==> src/rtl/auth_request_arbiter_pkg.sv <==
// Shared definitions for the authentication request arbiter: descriptor
// layout, role/usb codes, one-hot FSM encodings and message width helper.
package auth_request_arbiter_pkg;

  // Descriptor layout: {slot[7:6], role[5:4], usb[3:2], type[1:0]}
  localparam int SLOT_LSB = 6;
  localparam int ROLE_LSB = 4;
  localparam int USB_LSB  = 2;
  localparam int TYPE_LSB = 0;

  localparam logic [1:0] ROLE_RESP = 2'b01;
  localparam logic [1:0] ROLE_INIT = 2'b10;
  localparam logic [1:0] USB_NONE  = 2'b00;

  // One-hot FSM encodings
  localparam logic [4:0] ST_IDLE   = 5'b00001;
  localparam logic [4:0] ST_DECODE = 5'b00010;
  localparam logic [4:0] ST_ENGINE = 5'b00100;
  localparam logic [4:0] ST_SEND   = 5'b01000;
  localparam logic [4:0] ST_GAP    = 5'b10000;

  // Framed message: 32 bits of USB control fields + header + payload
  function automatic int msg_w(input int hdr_w, input int pay_w);
    return 32 + hdr_w + pay_w;
  endfunction

endpackage

==> src/rtl/auth_request_arbiter_rr_arbiter.sv <==
// Combinational round-robin picker: first requesting channel strictly after
// ptr, wrapping modulo N_CH. ptr itself has the lowest priority.
module rr_arbiter
  import auth_request_arbiter_pkg::*;
#(
  parameter int N_CH = 2,
  parameter int CH_W = $clog2(N_CH)
)(
  input  logic [N_CH-1:0] req,
  input  logic [CH_W-1:0] ptr,
  output logic [N_CH-1:0] grant_oh,
  output logic [CH_W-1:0] grant_idx,
  output logic            grant_any
);

  // Scan farthest-to-nearest so the nearest requester after ptr wins last
  always_comb begin
    logic [CH_W-1:0] cidx;
    grant_oh  = '0;
    grant_idx = '0;
    grant_any = 1'b0;
    cidx      = '0;
    for (int i = N_CH; i >= 1; i--) begin
      cidx = CH_W'((int'(ptr) + i) % N_CH);
      if (req[cidx]) begin
        grant_oh       = '0;
        grant_oh[cidx] = 1'b1;
        grant_idx      = cidx;
        grant_any      = 1'b1;
      end
    end
  end

endmodule

==> src/rtl/auth_request_arbiter.sv <==
// N-channel authentication request arbiter: round-robin grant, role decode
// to responder/initiator engine, result framing (USB control or plain) and
// downstream presentation with ack timeout and bounded retry.
module auth_request_arbiter
  import auth_request_arbiter_pkg::*;
#(
  parameter int N_CH      = 2,
  parameter int HDR_W     = 32,
  parameter int PAY_W     = 256,
  parameter int ACK_TO    = 1024,
  parameter int MAX_RETRY = 2
)(
  input  logic                        clk,
  input  logic                        reset,
  input  logic [N_CH-1:0]             req_valid,
  input  logic [8*N_CH-1:0]           req_desc,
  output logic [N_CH-1:0]             req_erase,
  output logic                        resp_en,
  output logic                        init_en,
  output logic [1:0]                  eng_slot,
  output logic [1:0]                  eng_type,
  input  logic                        eng_done,
  input  logic [HDR_W-1:0]            eng_hdr,
  input  logic [PAY_W-1:0]            eng_pay,
  input  logic [7:0]                  eng_bmrt,
  input  logic [7:0]                  eng_breq,
  input  logic [15:0]                 eng_wlen,
  output logic [32+HDR_W+PAY_W-1:0]   msg_out,
  output logic                        msg_valid,
  input  logic                        msg_ack,
  output logic [$clog2(N_CH)-1:0]     active_ch,
  output logic                        err_role,
  output logic                        err_timeout
);

  localparam int CH_W  = $clog2(N_CH);
  localparam int MSG_W = msg_w(HDR_W, PAY_W);
  localparam int TMR_W = $clog2(ACK_TO);
  localparam int RTY_W = 3;
  localparam logic [TMR_W-1:0] TMR_LAST = TMR_W'(ACK_TO - 1);
  localparam logic [RTY_W-1:0] RTY_MAX  = RTY_W'(MAX_RETRY);

  logic [4:0]            state;
  logic [TMR_W-1:0]      timer;
  logic [RTY_W-1:0]      retries;
  logic [CH_W-1:0]       rr_ptr;
  logic [7:0]            desc_q;
  logic [N_CH-1:0][7:0]  desc_arr;
  logic [N_CH-1:0]       grant_oh;
  logic [CH_W-1:0]       grant_idx;
  logic                  grant_any;
  logic [MSG_W-1:0]      frame;
  logic [1:0]            role;
  logic [1:0]            usb;

  assign desc_arr = req_desc;
  assign role     = desc_q[ROLE_LSB +: 2];
  assign usb      = desc_q[USB_LSB +: 2];
  assign eng_slot = desc_q[SLOT_LSB +: 2];
  assign eng_type = desc_q[TYPE_LSB +: 2];

  rr_arbiter #(.N_CH(N_CH)) u_rr (
    .req       (req_valid),
    .ptr       (rr_ptr),
    .grant_oh  (grant_oh),
    .grant_idx (grant_idx),
    .grant_any (grant_any)
  );

  // Frame the engine result; USB control fields only when usb is non-zero
  always_comb begin
    frame = '0;
    if (usb == USB_NONE) frame = {32'b0, eng_hdr, eng_pay};
    else                 frame = {eng_bmrt, eng_breq, eng_hdr, eng_wlen, eng_pay};
  end

  // Transaction FSM: grant, decode, engine wait, send/retry, gap
  always_ff @(posedge clk) begin
    if (reset) begin
      state       <= ST_IDLE;
      timer       <= '0;
      retries     <= '0;
      rr_ptr      <= CH_W'(N_CH - 1);
      desc_q      <= '0;
      active_ch   <= '0;
      req_erase   <= '0;
      resp_en     <= 1'b0;
      init_en     <= 1'b0;
      msg_out     <= '0;
      msg_valid   <= 1'b0;
      err_role    <= 1'b0;
      err_timeout <= 1'b0;
    end else begin
      req_erase   <= '0;
      err_role    <= 1'b0;
      err_timeout <= 1'b0;
      case (state)
        ST_IDLE: begin
          if (grant_any) begin
            desc_q    <= desc_arr[grant_idx];
            active_ch <= grant_idx;
            req_erase <= grant_oh;
            retries   <= '0;
            timer     <= '0;
            state     <= ST_DECODE;
          end
        end
        ST_DECODE: begin
          timer <= '0;
          if (role == ROLE_RESP) begin
            resp_en <= 1'b1;
            state   <= ST_ENGINE;
          end else if (role == ROLE_INIT) begin
            init_en <= 1'b1;
            state   <= ST_ENGINE;
          end else begin
            err_role <= 1'b1;
            rr_ptr   <= active_ch;
            state    <= ST_IDLE;
          end
        end
        ST_ENGINE: begin
          if (eng_done) begin
            resp_en   <= 1'b0;
            init_en   <= 1'b0;
            msg_out   <= frame;
            msg_valid <= 1'b1;
            timer     <= '0;
            state     <= ST_SEND;
          end else if (timer == TMR_LAST) begin
            resp_en     <= 1'b0;
            init_en     <= 1'b0;
            err_timeout <= 1'b1;
            rr_ptr      <= active_ch;
            timer       <= '0;
            state       <= ST_IDLE;
          end else begin
            timer <= timer + TMR_W'(1);
          end
        end
        ST_SEND: begin
          // Ack beats expiry when both land in the same cycle
          if (msg_ack && msg_valid) begin
            msg_valid <= 1'b0;
            rr_ptr    <= active_ch;
            timer     <= '0;
            state     <= ST_IDLE;
          end else if (timer == TMR_LAST) begin
            msg_valid <= 1'b0;
            timer     <= '0;
            if (retries < RTY_MAX) begin
              retries <= retries + RTY_W'(1);
              state   <= ST_GAP;
            end else begin
              err_timeout <= 1'b1;
              rr_ptr      <= active_ch;
              state       <= ST_IDLE;
            end
          end else begin
            timer <= timer + TMR_W'(1);
          end
        end
        ST_GAP: begin
          msg_valid <= 1'b1;
          timer     <= '0;
          state     <= ST_SEND;
        end
        default: begin
          state <= ST_IDLE;
        end
      endcase
    end
  end

endmodule

==> config.mk <==
export PLATFORM = sky130hd
export DESIGN_NAME = auth_request_arbiter
export DESIGN_NICKNAME = d
export VERILOG_FILES = /design/src/rtl/auth_request_arbiter_pkg.sv /design/src/rtl/auth_request_arbiter_rr_arbiter.sv /design/src/rtl/auth_request_arbiter.sv
export SDC_FILE = /design/constraint.sdc
export NUM_CORES = 1
export LEC_CHECK = 0
export ABC_CLOCK_PERIOD_IN_PS = 5850
export CAP_MARGIN = 20
export CORE_AREA = 2 2 259 261
export DETAILED_ROUTE_END_ITERATION = 12
export DIE_AREA = 0 0 261 263
export GPL_ROUTABILITY_DRIVEN = 0
export PLACE_DENSITY_LB_ADDON = 0.2
export RECOVER_POWER = 50
export SETUP_SLACK_MARGIN = 0.02
export SLEW_MARGIN = 20
export SYNTH_ARGS = -nofsm -noshare
export SYNTH_HDL_FRONTEND = slang
export SYNTH_SLANG_ARGS = --single-unit
==> constraint.sdc <==
create_clock -name clk -period 5.85 [get_ports clk]
set_clock_uncertainty 0.2 [all_clocks]
set_input_delay 1.4625 -clock clk [delete_from_list [all_inputs] [get_ports clk]]
set_output_delay 1.4625 -clock clk [all_outputs]
set_load 0.02 [all_outputs]
==> results of run 1 <==
## Yosys cell counts (all sizes together) (2+ instances only)
cell	number	share of area (%)
nand2	618	18
dfxtp	355	55
a21oi	298	11
clkbuf	82	2.4
nor2	65	1.9
buf	49	2.0
nand3	39	1.5
a311oi	32	2.2
a211oi	12	0.69
mux2i	11	0.85
o21ai	10	0.38
inv	6	0.17
and3	5	0.24
nor3	5	0.23
or3	5	0.24
a22oi	4	0.23
ha	4	0.38
nand3b	3	0.17
nand4	3	0.14
o31ai	3	0.21
or2	3	0.14
a21boi	2	0.12
a21o	2	0.12
and2	2	0.096
nor2b	2	0.096
nor3b	2	0.15
nor4	2	0.096
o211a	2	0.15
o21bai	2	0.12
or4	2	0.12
## cell families after synthesis
logic type / after synthesis
flops: 355
mux: 11
fa+ha+maj: 4
compound gates: 375
xor+xnor: 1
simple gates: 761
buf+inv: 137
## final timing paths
path	end	slack, ns	cells past startpoint
setup / recovery	desc_q[3]	2.04	4
hold / removal	msg_out[238]	0.25	2
setup reg to reg	msg_out[266]	3.03	5
hold reg to reg	msg_out[238]	0.25	2
## state kept, by name (all words and copies together), names as in the netlist, 2 cells and up
name and count:
desc_q 8, msg_out 320, req_erase 2, retries 3, state 5, timer 10
## worst min-delay path: stages, from the launching register on
cell and delay [ns]:
dfxtp_1 0.30, nand2_1 0.05, a21oi_1 0.05
## cell type report
class                   instances  share of cell area, %
clock inverters                 8                 0.5370
clock buffers                  69                  6.056
multi-input cells            1152                  24.30
flip-flops and latches        355                  32.45
repair buffers                687                  31.59
diodes                          3                0.03428
well taps                     864                  4.936
inverters                       6                 0.1028
## report_power, final
part	leakage [nW]	internal, mW	switching (mW)
logic	4.64	0.271	0.231
registers	2.86	2.44	0.0147
clock network	0.707	1.68	1.05
## metrics by stage
stage	instance area [um^2]	hold slack, ns	utilization, %	setup slack (ns)	total power, mW
global route	21900	0.2608	33.37	1.863	5.955
global placement	20460	0.2377	31.18	1.929	3.013
detailed placement	20460	0.2451	31.18	1.899	3.014
floorplan	13010	0.2435	-	2.985	2.700
CTS	21900	0.2541	33.38	2.432	5.822
finish	21900	0.2465	33.37	2.036	5.681
## layer usage
layer	up-vias	track usage, %	share of wire [%]
met5	-	0	0.051
met4	4	4.622	2.5
met3	76	4.660	8.3
met2	459	25.69	49
met1	6315	17.16	40
li1	6644	-	-
==> flow_metrics.py, run 1 <==
metrics = {
    "outcome": {
        "status": "finished with violations",
        "failed_checks": "capacitance limit, slew limit",
    },
    "sta": {
        "worst-slew-pin-transition_ns": 1.802,
        "fin_crit_sh_pct": 65.19,
        "hold_violations": 0,
        "slew_headroom_pct": -21.20,
        "max_freq_mhz": 262.2,
        "post-route-min-period_ns": 3.814,
        "setup_tns_ns": 0,
        "slew_viol_final": 12,
        "rsz0062_at_grt": "no",
        "setup_viol": 0,
    },
    "clocking": {
        "cts_buffers": 44,
        "clk_pin_slew_ns": 0.05,
        "cts_resized": 0,
        "clockRootBuffer": "clkbuf_16",
        "clk_latency_ns": 0.55,
        "cts.sinks": 355,
        "cts_max_path_buffers": 3,
        "ctsHoldBuffers": 0,
        "cts_tree": "built",
        "cts_setup_buffers": 0,
        "htreeDepth": 2,
    },
    "layout": {
        "final_common_cell": "nand2_1",
        "layout_common_cells": "617 x nand2_1, 389 x clkdlybuf4s50_1, 355 x dfxtp_1, 298 x a21oi_1, 283 x dlygate4sd3_1",
        "final-seq-area_um2": 7107,
        "area_growth_pct": 68.36,
        "multi_input_area_um2": 5321,
        "layout-drive-gt1-share_pct": 3.909,
        "stdcell_count": 3144,
        "num-nets-final": 2592,
        "n_fill_cell": 6820,
    },
    "power_and_ir_drop": {
        "power.density_nw_per_um2": 259.4,
        "p_leak_nw": 8.212,
        "peakVddDrop_mv": 0.1873,
    },
    "floorplanning": {
        "design.core.area_um2": 65630,
        "die_h_um": 263,
        "die_area_um2": 68640,
        "ios": 674,
        "initial_core_util_pct": 19.82,
        "die_w_um": 261,
        "num_rows": 94,
    },
    "synth": {
        "netlist_instances": 1644,
        "synth_fa_ha_area_share_pct": 0.3847,
        "ys_async_sr_fraction_pct": 0,
        "synth_edf_count": 0,
        "syn_nets": 1990,
        "synth-seq-area-share_pct": 54.63,
        "syn_area_per_cell_um2": 7.913,
        "syn_area_um2": 13010,
        "synth_compound_area_share_pct": 16.18,
        "synth_seq_cells": 355,
        "synth_top_flop_cell": "dfxtp_1",
        "synthMuxAreaShare_pct": 0.8464,
        "synth_xor_area_share_pct": 0.06733,
        "synth_simple_gate_area_share_pct": 23.36,
        "ys_types": 51,
        "synth_top_family_by_area": "simple AND/OR/NAND/NOR gates",
        "yosysWarnings": 0,
    },
    "critical_path": {
        "path_cells": "dlygate4sd3_1 > a21boi_0 > mux2i_1 > a211oi_1",
        "cp_data_required_time_ns": 6.10,
        "cp-start-kind": "primary input",
        "crit_type": "in2reg",
        "r2r_start": "state[4]",
        "critPathBufInv": 1,
        "crit_path_start": "req_valid[0]",
        "end_kind": "flop",
        "slowest_stage": "a21boi_0",
        "slowest_delay_ns": 1.38,
        "arrival_ns": 4.06,
        "cp_top_family": "compound AO/OA/AOI/OAI gates",
        "critPathMaxFanout": 11,
    },
    "routing": {
        "drt_iter0_markers": 672,
        "drt_wl_total_um": 52950,
        "vias": 13500,
        "antenna_left": 0,
        "dr.pass1.iters": 4,
        "vias_per_cell": 4.293,
        "wl_per_cell_um": 16.84,
        "drc": 0,
    },
    "placed_design": {
        "dpl.cell_count": 3064,
        "hpwlAfterDp_um": 37440,
        "port_buffers": 673,
    },
    "worst_hold_path": {
        "hp-class": "reg2reg",
        "min_from": "msg_out[238]",
    },
    "global_routing": {
        "antenna_found_initial": 5,
        "grtUsageTotal_pct": 14.78,
        "grt_pass1_wl_um": 79980,
        "grt_start_max_net_pins": 145,
        "grt_pass1_vias": 13330,
        "grt-ovfl-total": 0,
    },
    "run": {
        "drv_cap": 1,
    },
}
(Power assumes the default switching activity.)
==> run 2: changes to the inputs <==
Settings changed: ABC_CLOCK_PERIOD_IN_PS 5850 to 4000, CORE_AREA 2 2 259 261 to 2 2 261 263, DIE_AREA 0 0 261 263 to 0 0 263 265.
Clock period 5.85 ns to 4 ns, I/O delays scaled along.
==> flow_metrics.py, run 2 (synthesized netlist as in run 1, its figures left out) <==
metrics = {
    "outcome": {
        "status": "completed",
    },
    "power_and_ir_drop": {
        "seq_power_share_pct": 43.9,
        "p_leak_nw": 7.246,
        "p_comb_share_pct": 9.1,
        "swShare_pct": 23.39,
        "power.density_nw_per_um2": 371.3,
        "p_sw_mw": 1.910,
        "peakVddDrop_mv": 0.2457,
        "p_int_mw": 6.256,
        "clock_power_share_pct": 47.0,
    },
    "global_routing": {
        "grtUsageTotal_pct": 14.48,
        "grt_pass1_vias": 13070,
        "antenna_found_initial": 5,
        "grt_start_max_net_pins": 139,
        "grt_pass1_wl_um": 79770,
        "grt-ovfl-total": 0,
    },
    "routing": {
        "dr.pass1.iters": 5,
        "drc": 0,
        "wl_per_cell_um": 16.73,
        "vias_per_cell": 4.254,
        "vias": 13490,
        "drt_iter0_markers": 740,
        "drt_wl_total_um": 53050,
        "antenna_left": 0,
    },
    "floorplanning": {
        "ios": 674,
        "die_area_um2": 69700,
        "die_w_um": 263,
        "initial_core_util_pct": 19.47,
        "num_rows": 95,
        "design.core.area_um2": 66800,
        "die_h_um": 265,
    },
    "critical_path": {
        "arrival_ns": 3.59,
        "critPathMaxFanout": 26,
        "critPathBufInv": 3,
        "cp_top_family": "simple AND/OR/NAND/NOR gates",
        "slowest_stage": "and3_1",
        "path_cells": "clkdlybuf4s50_1 > and3_1 > buf_12 > clkbuf_1 > nand2_1 > a21oi_1",
        "end_kind": "flop",
        "crit_type": "in2reg",
        "cp-start-kind": "primary input",
        "cp_data_required_time_ns": 4.28,
        "slowest_delay_ns": 1.14,
    },
    "placed_design": {
        "placed_cell_area_um2": 20660,
        "hpwlAfterDp_um": 38140,
        "place_worst_setup_slack_ns": 0.7983,
        "port_buffers": 673,
    },
    "clocking": {
        "ctsHoldBuffers": 0,
        "cts_max_path_buffers": 3,
        "cts_setup_buffers": 0,
        "cts_buffers": 44,
        "clk_latency_ns": 0.56,
        "cts.sinks": 355,
        "clk_pin_slew_ns": 0.06,
        "clockRootBuffer": "clkbuf_16",
        "cts_tree": "built",
        "cts_resized": 0,
        "htreeDepth": 2,
    },
    "sta": {
        "post-route-min-period_ns": 3.308,
        "hold_violations": 0,
        "slew_viol_final": 0,
        "setup_ws_ns": 0.6920,
        "holdWs_ns": 0.2481,
        "setup_viol": 0,
        "slew_headroom_pct": 6.963,
        "max_freq_mhz": 302.3,
        "fin_crit_sh_pct": 82.70,
        "setup_tns_ns": 0,
        "rsz0062_at_grt": "no",
        "worst-slew-pin-transition_ns": 1.396,
    },
    "layout": {
        "final-seq-area_um2": 7107,
        "num-nets-final": 2609,
        "area_growth_pct": 69.06,
        "top_regs": "msg_out: 320 flops, timer: 10 flops, desc_q: 8 flops",
        "multi_input_area_um2": 5308,
        "largest_reg_flops": 320,
        "layout-drive-gt1-share_pct": 3.925,
        "final_common_cell": "clkdlybuf4s50_1",
        "n_fill_cell": 7057,
        "design_area_um2": 21990,
        "largest_register": "msg_out",
        "final_core_util_pct": 32.92,
        "layout_common_cells": "671 x clkdlybuf4s50_1, 617 x nand2_1, 355 x dfxtp_1, 298 x a21oi_1, 63 x nor2_1",
    },
    "run": {
        "drv_cap": 0,
    },
    "worst_hold_path": {
        "hp-class": "reg2reg",
    },
}
## run 2: cell types whose count changed in the layout (fill, tap and decap cells not counted), sizes merged
cell / previous run / this run
dlygate4sd3: 283 / 1
bufinv: 3 / 0
clkinv: 4 / 0
buf: 14 / 22
inv: 6 / 8
diode: 3 / 5
clkdlybuf4s50: 389 / 671
clkbuf: 70 / 83
## run 2: final cells by class
class,instances,share of cell area [%]
well taps,873,4.967
multi-input cells,1152,24.13
clock inverters,3,0.1138
inverters,6,0.1024
clock buffers,73,6.144
diodes,5,0.05689
flip-flops and latches,355,32.32
repair buffers,704,32.17
## run 2: path summary, 6_finish.rpt
check	cells after the start	start	slack, ns	to
setup reg to reg	6	state[4]	0.85	msg_out[184]
hold reg to reg	2	msg_out[314]	0.25	msg_out[314]
hold / removal	2	msg_out[314]	0.25	msg_out[314]
setup / recovery	6	eng_done	0.69	msg_out[184]
## run 2: worst register-to-register path: stages (launching register included)
cell      delay [ns]
dfxtp_1         0.40
nor4_1          0.46
and3_1          1.16
buf_12          0.29
clkbuf_1        0.35
nand2_1         0.10
a21oi_1         0.13
## run 2: per-stage QoR
stage,power (mW),instances
final,8.166,3171
after global routing,8.533,3171
after CTS,8.344,3166
after detailed placement,4.418,3090
after global placement,4.417,3090
after floorplan,3.949,1644
## run 2: metal layers
metal	routed length [um]	global-route usage (%)	up-vias
met1	20540	16.13	6275
met3	4536	5.286	74
li1	-	-	6680
met4	1347	4.911	0
met2	26630	25.41	460
met5	0	0	-
## run 2: power groups by stage
stage	Clock, mW	Combinational [mW]	Sequential, mW
2_1_floorplan	0	0.286	3.66
3_3_place_gp	0	0.757	3.66
3_5_place_dp	0	0.757	3.66
4_1_cts	4.00	0.763	3.58
5_1_grt	4.14	0.810	3.59
6_report	3.83	0.747	3.58
==> run 3: changes to the inputs <==
Settings changed: ABC_CLOCK_PERIOD_IN_PS 4000 to 3300.
Clock period 4 ns to 3.3 ns, I/O delays scaled along.
==> flow_metrics.py, run 3 (synthesized netlist as in run 1, its figures left out) <==
metrics = {
    "outcome": {
        "status": "completed",
    },
    "critical_path": {
        "cp_top_family": "simple AND/OR/NAND/NOR gates",
        "crit_type": "reg2reg",
        "cp-start-kind": "flop",
        "r2r_setup_slack_ns": 0.53,
        "slowest_delay_ns": 0.57,
        "arrival_ns": 3.04,
        "critPathBufInv": 2,
        "r2r_end": "msg_out[30]",
        "path_cells": "nor4_1 > and3_1 > buf_12 > clkbuf_2 > nand2_1 > a21oi_1",
        "slowest_stage": "and3_1",
        "crit_path_start": "state[4]",
        "end_kind": "flop",
        "cp_data_required_time_ns": 3.57,
        "critPathMaxFanout": 25,
        "r2r_start": "state[4]",
        "r2r.worst_path.cells": 6,
    },
    "routing": {
        "antenna_left": 0,
        "wl_per_cell_um": 16.61,
        "dr.pass1.iters": 5,
        "vias": 13390,
        "vias_per_cell": 4.229,
        "drt_wl_total_um": 52620,
        "drt_iter0_markers": 579,
        "drc": 0,
    },
    "power_and_ir_drop": {
        "peakVddDrop_mv": 0.3558,
        "power.density_nw_per_um2": 456.9,
        "fin_total_pwr_mw": 10.09,
        "p_leak_nw": 7.296,
    },
    "layout": {
        "final_common_cell": "clkdlybuf4s50_1",
        "top_regs": "msg_out: 320 flops, timer: 10 flops, desc_q: 8 flops",
        "largest_register": "msg_out",
        "num-nets-final": 2602,
        "n_fill_cell": 7008,
        "layout-drive-gt1-share_pct": 4.192,
        "area_growth_pct": 69.73,
        "design_area_um2": 22080,
        "layout_common_cells": "671 x clkdlybuf4s50_1, 617 x nand2_1, 355 x dfxtp_1, 298 x a21oi_1, 63 x nor2_1",
        "largest_reg_flops": 320,
    },
    "sta": {
        "slew_headroom_pct": 39.46,
        "rsz0062_at_grt": "no",
        "slew_viol_final": 0,
        "hold_violations": 0,
        "post-route-min-period_ns": 2.768,
        "setup_ws_ns": 0.5323,
        "setup_viol": 0,
        "setup_tns_ns": 0,
        "max_freq_mhz": 361.3,
        "worst-slew-pin-transition_ns": 0.9032,
        "fin_crit_sh_pct": 83.87,
    },
    "clocking": {
        "htreeDepth": 2,
        "cts_tree": "built",
        "clk_latency_ns": 0.55,
        "clockRootBuffer": "clkbuf_16",
        "cts_setup_buffers": 0,
        "cts_resized": 0,
        "clk_pin_slew_ns": 0.06,
        "cts.sinks": 355,
        "ctsHoldBuffers": 0,
        "cts_max_path_buffers": 3,
        "cts_buffers": 43,
    },
    "placed_design": {
        "placed_cell_area_um2": 20670,
        "port_buffers": 673,
        "hpwlAfterDp_um": 37880,
        "place_worst_setup_slack_ns": 0.4064,
    },
    "floorplanning": {
        "initial_core_util_pct": 19.47,
        "die_area_um2": 69700,
        "num_rows": 95,
        "die_h_um": 265,
        "die_w_um": 263,
        "ios": 674,
        "design.core.area_um2": 66800,
    },
    "global_routing": {
        "grt_start_max_net_pins": 131,
        "grt_pass1_vias": 13290,
        "grt-ovfl-total": 0,
        "grt_pass1_wl_um": 79430,
        "antenna_found_initial": 5,
        "grtUsageTotal_pct": 14.40,
    },
    "worst_hold_path": {
        "min_from": "msg_out[298]",
        "hold_path_end": "msg_out[298]",
        "hp-class": "reg2reg",
        "min_delay_path_depth": 2,
    },
    "run": {
        "drv_cap": 0,
    },
}
run 3: changes by cell type in the layout (fill, tap and decap cells not counted), moves of 3 or more:
cell / before / now
bufinv_16: 0 / 3
clkinv_2: 0 / 3
clkbuf_1: 26 / 18
buf_12: 11 / 14
run 3: final cells by class:
cell class,count,area (um^2),share of cell area [%]
diodes,4,10.01,0.04533
multi-input cells,1152,5313,24.06
well taps,873,1092,4.947
clock inverters,7,112.6,0.5100
repair buffers,698,7096,32.14
flip-flops and latches,355,7107,32.19
inverters,6,22.52,0.1020
clock buffers,72,1328,6.012
run 3: report_power, final:
part / switching, mW / total, mW / internal (mW)
Sequential: 0.0271 / 4.35 / 4.32
Clock: 1.88 / 4.84 / 2.96
Combinational: 0.408 / 0.907 / 0.499
Total: 2.31 / 10.1 / 7.78
run 3: how the worst max path moves through the flow:
stage | slack (ns) | cells past startpoint | to
final | 0.53 | 6 | msg_out[30]
after floorplan | 1.07 | 6 | msg_valid
after global placement | 0.47 | 5 | msg_out[272]
after global routing | 0.34 | 6 | msg_out[76]
after CTS | 0.57 | 1 | msg_out[204]
after detailed placement | 0.41 | 5 | msg_out[281]
run 3: through the flow:
stage	std cells	hold WS, ns	util (%)
2_1_floorplan	1644	0.2435	-
3_3_place_gp	3084	0.2384	30.94
3_5_place_dp	3084	0.2434	30.94
4_1_cts	3163	0.2536	33.09
5_1_grt	3167	0.2651	33.05
6_report	3167	0.2507	33.05
run 3: worst register-to-register path, stage by stage, from the launching register on:
cell and delay (ns):
dfxtp_1 0.42, nor4_1 0.45, and3_1 0.57, buf_12 0.24, clkbuf_2 0.48, nand2_1 0.17
a21oi_1 0.15
run 3: metal layers:
layer	share of wire, %	wire [um]	track usage, %	vias to the layer above
li1	-	-	-	6652
met1	40	20790	16.13	6234
met2	50	26220	25.33	427
met3	7.9	4172	4.933	78
met4	2.7	1420	5.081	2
met5	0.025	13	0	-
